`config.mk`:
```
export PLATFORM = sky130hd
export DESIGN_NAME = mul_chain_issuer
export DESIGN_NICKNAME = d
export VERILOG_FILES = /design/src/rtl/mul_chain_issuer.sv
export SDC_FILE = /design/constraint.sdc
export NUM_CORES = 1
export LEC_CHECK = 0
export BUFFER_PORTS_ARGS = -buffer_cell sky130_fd_sc_hd__buf_4
export CORE_MARGIN = 2
export CORE_UTILIZATION = 35
export DETAILED_ROUTE_END_ITERATION = 16
export GPL_TIMING_DRIVEN = 0
export PLACE_DENSITY = 0.6
export SYNTH_ARGS = -nofsm -noshare
export SYNTH_HDL_FRONTEND = slang
export SYNTH_SLANG_ARGS = --single-unit
```
`constraint.sdc`:
```
create_clock -name clk -period 3.8 [get_ports clk]
set_input_delay 0.95 -clock clk [delete_from_list [all_inputs] [get_ports clk]]
set_output_delay 0.95 -clock clk [all_outputs]
set_load 0.05 [all_outputs]
```
`src/rtl/mul_chain_issuer.sv`:
```
// Purpose: gathers bf16 operands into 12 packed slots per mode, fires the multiplier chain once, collects per-lane results and streams them out.
// Latency: ISSUE one cycle after the last operand; DRAIN one cycle after the final lane capture; abort after TIMEOUT WAIT cycles.
// Backpressure: op_ready only in LOAD, cfg_ready only in IDLE; result stream holds res_data until res_valid & res_ready.
module mul_chain_issuer #(
  parameter int TIMEOUT = 64
) (
  input  logic         clk,
  input  logic         rst,
  input  logic         cfg_valid,
  output logic         cfg_ready,
  input  logic [1:0]   cfg_mode,
  input  logic         op_valid,
  output logic         op_ready,
  input  logic [15:0]  op_data,
  output logic [191:0] mul_ins,
  output logic         mul_stb,
  output logic [1:0]   mode,
  input  logic [95:0]  outputs,
  input  logic [5:0]   final_output_stbs,
  output logic         res_valid,
  input  logic         res_ready,
  output logic [15:0]  res_data,
  output logic         res_last,
  output logic         busy,
  output logic         timeout_err
);

  typedef enum logic [2:0] {S_IDLE, S_LOAD, S_ISSUE, S_WAIT, S_DRAIN} state_t;

  localparam logic [7:0] TO_CYC = 8'(TIMEOUT);

  // Slot written by the i-th operand of a job in mode m.
  function automatic logic [3:0] slot_of(input logic [1:0] m, input logic [3:0] i);
    logic [3:0] s;
    s = i;
    case (m)
      2'd1: s = 4'(i + i / 4'd3);
      2'd2: begin
        case (i)
          4'd3:    s = 4'd4;
          4'd4:    s = 4'd6;
          4'd5:    s = 4'd7;
          4'd6:    s = 4'd8;
          4'd7:    s = 4'd10;
          default: s = i;
        endcase
      end
      2'd3: begin
        case (i)
          4'd3:    s = 4'd4;
          4'd4:    s = 4'd6;
          4'd5:    s = 4'd8;
          default: s = i;
        endcase
      end
      default: s = i;
    endcase
    return s;
  endfunction

  function automatic logic [3:0] op_total(input logic [1:0] m);
    case (m)
      2'd0:    return 4'd12;
      2'd1:    return 4'd9;
      2'd2:    return 4'd8;
      default: return 4'd6;
    endcase
  endfunction

  function automatic logic [5:0] lane_mask(input logic [1:0] m);
    case (m)
      2'd0:    return 6'b111111;
      2'd1:    return 6'b101010;
      2'd2:    return 6'b100100;
      default: return 6'b010000;
    endcase
  endfunction

  // Lowest masked lane; the first one presented in DRAIN.
  function automatic logic [2:0] first_lane(input logic [5:0] m);
    logic [2:0] r;
    r = 3'd0;
    for (int n = 5; n >= 0; n--) if (m[n]) r = 3'(n);
    return r;
  endfunction

  // Lowest masked lane above p; returns p itself when p is the highest.
  function automatic logic [2:0] next_lane(input logic [5:0] m, input logic [2:0] p);
    logic [2:0] r;
    r = p;
    for (int n = 5; n >= 0; n--) if (m[n] && 3'(n) > p) r = 3'(n);
    return r;
  endfunction

  state_t           state_q, state_d;
  logic [1:0]       mode_q;
  logic [11:0][15:0] slots_q;
  logic [5:0][15:0] results_q;
  logic [3:0]       op_cnt_q;
  logic [7:0]       wait_cnt_q;
  logic [5:0]       captured_q;
  logic [2:0]       lane_q;

  logic [5:0] mask;
  logic [5:0] hits;
  logic       all_cap;
  logic       last_op;
  logic       last_lane;
  logic       cfg_fire, op_fire, res_fire, wait_expired;

  assign mask         = lane_mask(mode_q);
  assign hits         = mask & final_output_stbs & ~captured_q;
  assign all_cap      = ((captured_q | hits) == mask);
  assign last_op      = (op_cnt_q == op_total(mode_q) - 4'd1);
  assign last_lane    = (next_lane(mask, lane_q) == lane_q);
  assign cfg_fire     = (state_q == S_IDLE) && cfg_valid;
  assign op_fire      = (state_q == S_LOAD) && op_valid;
  assign res_fire     = (state_q == S_DRAIN) && res_ready;
  assign wait_expired = (wait_cnt_q == TO_CYC);

  // State register with synchronous reset.
  always_ff @(posedge clk) begin
    if (rst) state_q <= S_IDLE;
    else     state_q <= state_d;
  end

  // Next-state selection.
  always_comb begin
    state_d = state_q;
    case (state_q)
      S_IDLE:  if (cfg_fire) state_d = S_LOAD;
      S_LOAD:  if (op_fire && last_op) state_d = S_ISSUE;
      S_ISSUE: state_d = S_WAIT;
      S_WAIT: begin
        if (all_cap)           state_d = S_DRAIN;
        else if (wait_expired) state_d = S_IDLE;
      end
      S_DRAIN: if (res_fire && last_lane) state_d = S_IDLE;
      default: state_d = S_IDLE;
    endcase
  end

  // State-decoded outputs; a capture that completes the mask wins over the timeout.
  always_comb begin
    cfg_ready   = (state_q == S_IDLE);
    op_ready    = (state_q == S_LOAD);
    mul_stb     = (state_q == S_ISSUE);
    busy        = (state_q != S_IDLE);
    res_valid   = (state_q == S_DRAIN);
    res_data    = '0;
    res_last    = 1'b0;
    timeout_err = (state_q == S_WAIT) && wait_expired && !all_cap;
    if (state_q == S_DRAIN) begin
      res_data = results_q[lane_q];
      res_last = last_lane;
    end
  end

  // Job datapath: operand slots, wait counter, lane captures and drain pointer.
  always_ff @(posedge clk) begin
    if (rst) begin
      mode_q     <= 2'd0;
      slots_q    <= '0;
      results_q  <= '0;
      op_cnt_q   <= 4'd0;
      wait_cnt_q <= 8'd0;
      captured_q <= 6'd0;
      lane_q     <= 3'd0;
    end else begin
      case (state_q)
        S_IDLE: begin
          if (cfg_fire) begin
            mode_q     <= cfg_mode;
            slots_q    <= '0;
            op_cnt_q   <= 4'd0;
            captured_q <= 6'd0;
          end
        end
        S_LOAD: begin
          if (op_fire) begin
            slots_q[slot_of(mode_q, op_cnt_q)] <= op_data;
            op_cnt_q <= op_cnt_q + 4'd1;
          end
        end
        S_ISSUE: begin
          wait_cnt_q <= 8'd0;
          captured_q <= 6'd0;
        end
        S_WAIT: begin
          wait_cnt_q <= wait_cnt_q + 8'd1;
          for (int n = 0; n < 6; n++) begin
            if (hits[n]) results_q[n] <= outputs[16*n +: 16];
          end
          if (all_cap) begin
            captured_q <= captured_q | hits;
            lane_q     <= first_lane(mask);
          end else if (wait_expired) begin
            captured_q <= 6'd0;
          end else begin
            captured_q <= captured_q | hits;
          end
        end
        S_DRAIN: begin
          if (res_fire && !last_lane) lane_q <= next_lane(mask, lane_q);
        end
        default: ;
      endcase
    end
  end

  assign mul_ins = slots_q;
  assign mode    = mode_q;

endmodule

```
==> results.json <==
{
  "status": "finished clean",
  "ys.flop_type": "dfxtp_1",
  "yosysSeqAreaShare_pct": 50.8,
  "fin_crit_sh_pct": 98.5,
  "port_buffers": 341,
  "grt_antenna_before_repair": 0,
  "cpMaxStageDelayCell": "dfxtp_4",
  "clock_latency_ps": 510,
  "place_congestion": 0.863,
  "grt_busiest_layer": "met2",
  "r2r_cells": 19,
  "synth_cell_type_count": 63,
  "cp.arrival_ps": 2790,
  "power.leakage_nw": 7.28,
  "slew_headroom_pct": 12.8,
  "worstHoldStart": "results_q[70]",
  "drtIter0Drc": 528,
  "p_per_area_mw_per_mm2": 435,
  "required_ps": 2850,
  "grt_overflow": 0,
  "path_clk_slew_ps": 60,
  "cts_tree": "done",
  "avgSynthCellArea_um2": 9.81,
  "cts_max_level": 2,
  "ys_ff_latch": 314,
  "maxCapViolCount": 0,
  "cts_root_buffer": "clkbuf_16",
  "start_util_pct": 35.7,
  "cts_hold_buf": 0,
  "cp_max_fo": 10,
  "drt_pass1_iterations": 5,
  "synth-edff-count": 0,
  "fin_worst_skew_ps": 9.77,
  "layout-drive-gt1-share_pct": 33.2,
  "fill_cells": 3274,
  "post-route-min-period_ps": 3740,
  "netlist_instances": 1262,
  "gr-usage-met2_pct": 40.3,
  "use_met1_pct": 28.2,
  "holdPathStages": 2,
  "numCtsBuffers": 35,
  "grt_pass1_wl_mm": 65.4,
  "setup_viol": 0,
  "r2r_start": "op_cnt_q[0]",
  "die_w_um": 192,
  "clock-sinks": 314,
  "core_area_mm2": 0.0347,
  "synth_warnings": 0,
  "num_io_pins": 342,
  "mappedNetlistNets": 1402,
  "synth_top_area_share_pct": 50.8,
  "finalPower_mw": 7.64,
  "timing.hold.ws_ps": 450,
  "wl_mm": 44.5,
  "ys_top_cells_by_area": "dfxtp_1 (51%), a22o_1 (9.1%), nand2_1 (5.5%)",
  "cp-start-kind": "register",
  "place.detailed.hpwl_mm": 34.1,
  "grt_util_met3_pct": 5.15,
  "fmax_mhz": 267,
  "vias": 11219,
  "syn_to_final_growth_pct": 41.8,
  "peakVddDrop_v": 0.000358,
  "postRouteAntennaNets": 0,
  "grt_pass1_vias": 11065,
  "die_area_mm2": 0.0369,
  "drt-vias-per-instance": 5.22,
  "rsz0062_at_grt": "yes",
  "tightest_slew_ps": 1290,
  "die_h_um": 192,
  "rows": 68,
  "synthesis.area_mm2": 0.0124,
  "async_reset_ff_share_pct": 0,
  "nets": 1808,
  "grt_max_degree": 14,
  "path_cells": "inv_1, ha_4, buf_6, o21ba_2, buf_4, a211oi_4, nor3b_1, o22a_2, nor3_4, buf_6",
  "worstReg2RegEnd": "mul_ins[185]",
  "worstSetupPathType": "register to primary output",
  "register_area_mm2": 0.00630,
  "critPathMaxStageDelay_ps": 380,
  "diodes": 0,
  "grt_usage_pct": 23.3,
  "holdPathEnd": "results_q[70]",
  "cp-end-kind": "primary output",
  "clk_path_buf_depth": 3,
  "multi_input_area_mm2": 0.00598,
  "post_drt_wl_per_cell_um": 20.7,
  "hold_violations": 0,
  "cpMostUsedCell": "buf_6",
  "yosysTopAreaCell": "dfxtp_1",
  "drcViolationCount": 0,
  "worst_hold_path_type": "register to register",
  "rrSetupSlack_ps": 150,
  "report.final.slew_viol_count": 0
}
==> what timing repair did <==
action / 4_1_cts / 5_1_grt
pin swaps: 17 / 16
cloned: 5 / 0
setup buffers: 14 / 10
resized for setup: 115 / 35
setup endpoints to repair: 209 / 188
==> cell type report <==
cell class	instances	area share, %
sequential	314	35.9
clock inverter	12	1.26
timing repair buffer	371	16.3
tap	455	3.24
multi-input combinational	830	34.0
clock buffer	51	5.67
buffer	92	3.01
inverter	24	0.549
==> synthesized netlist by cell type (2+ instances only) <==
cell / n
a22oi_1: 17
clkbuf_1: 49
ha_1: 14
buf_4: 4
a211oi_1: 5
xnor2_1: 2
a21oi_1: 83
nor3_2: 3
o2bb2ai_1: 48
nand4bb_1: 2
nand4b_1: 2
nand3_1: 15
a311oi_1: 2
mux4_2: 16
mux2i_1: 35
a22o_1: 128
nand2_1: 180
mux2_2: 19
and3b_1: 2
a31oi_2: 3
a32o_1: 6
nand2b_1: 21
o22ai_1: 4
nor4b_1: 4
buf_1: 19
or2_2: 2
a31oi_1: 4
nor3_1: 18
nor2b_1: 24
or3_1: 5
o31ai_1: 3
o21ai_0: 27
xor2_1: 2
nand3b_1: 5
buf_2: 22
and3_1: 4
o22a_1: 2
nor2_1: 93
nor3b_1: 4
inv_1: 23
a221o_1: 2
o21a_1: 3
nand4_1: 3
dfxtp_1: 314
==> through the flow <==
step	util [%]	cell area [um2]	TNS, ps	setup slack [ps]	std cells
floorplan	-	12400	-19.2	-19.2	1262
global placement	44.7	15500	-93550	-824	2058
detailed placement	44.7	15500	-99200	-864	2059
CTS	50.1	17400	0	0.446	2140
global route	50.6	17600	-402	-52.4	2149
finish	50.6	17600	0	55.3	2149
==> worst max path at each step <==
stage	from	slack [ps]	cells after the start	end
global placement	op_cnt_q[0]	-820	18	mul_ins[137]
global route	op_cnt_q[2]	-50	20	mul_ins[185]
detailed placement	op_cnt_q[0]	-860	18	mul_ins[135]
CTS	mode[0]	0.4	9	timeout_err
floorplan	mode[1]	-20	9	res_last
finish	mode[1]	60	10	res_last
==> logic make-up after synthesis <==
kind of cell | after synthesis | synth area share, %
AND/OR/NAND/NOR | 390 | 14.4
AO/OA/AOI/OAI | 351 | 21.6
flip-flops | 314 | 50.8
buffers and inverters | 118 | 3.92
multiplexers | 70 | 7.47
adder cells (fa/ha/maj) | 15 | 1.58
XOR/XNOR | 4 | 0.283
==> cell usage in the layout (no fill, tap or decap), types with 5 or more instances in the layout <==
cell type	synthesis	layout
nand3b_1	5	5
clkbuf_8	0	9
inv_1	23	21
o21ai_0	27	24
nor2b_1	24	23
mux2i_1	35	35
clkbuf_16	0	36
mux2_2	19	19
a22o_1	128	128
nand3_1	15	12
nor3_1	18	13
nor2_1	93	86
ha_1	14	8
nand2b_1	21	21
a31oi_4	0	5
nor3_4	0	6
clkbuf_1	49	44
buf_1	19	17
o2bb2ai_1	48	48
a32o_1	6	6
nand2_1	180	179
a21oi_1	83	79
a22oi_1	17	17
or3_1	5	5
bufinv_16	0	6
buf_6	0	13
nor2_4	0	5
buf_2	22	7
clkbuf_2	0	6
dfxtp_1	314	308
mux4_2	16	16
buf_4	4	373
==> layer usage <==
metal  vias to the layer above  routed length [um]
met1                      5282               18200
met2                       476               21200
li1                       5370                   -
met4                         0                1590
met3                        91                3560
met5                         -                   0
==> critical path, delay by kind of cell, from the launching register on <==
kind	cells	cell delay [ps]
buffers and inverters	4	610
DFF	1	380
and+or+nand+nor	2	330
adders and majority gates	1	180
AOI/OAI and AO/OA	3	770
==> power breakdown <==
group,internal [mW],switching [mW]
Combinational,0.278,0.462
Clock,2.23,1.35
Sequential,3.31,0.0141
Total,5.82,1.82
==> sequential cells by signal, summed over array words and instances (netlist names) <==
name        count
results_q      96
state_q         3
wait_cnt_q      8
op_cnt_q        4
mul_ins       192
mode            2
captured_q      6
lane_q          3
Note: power is estimated with default switching activity, not from simulation.
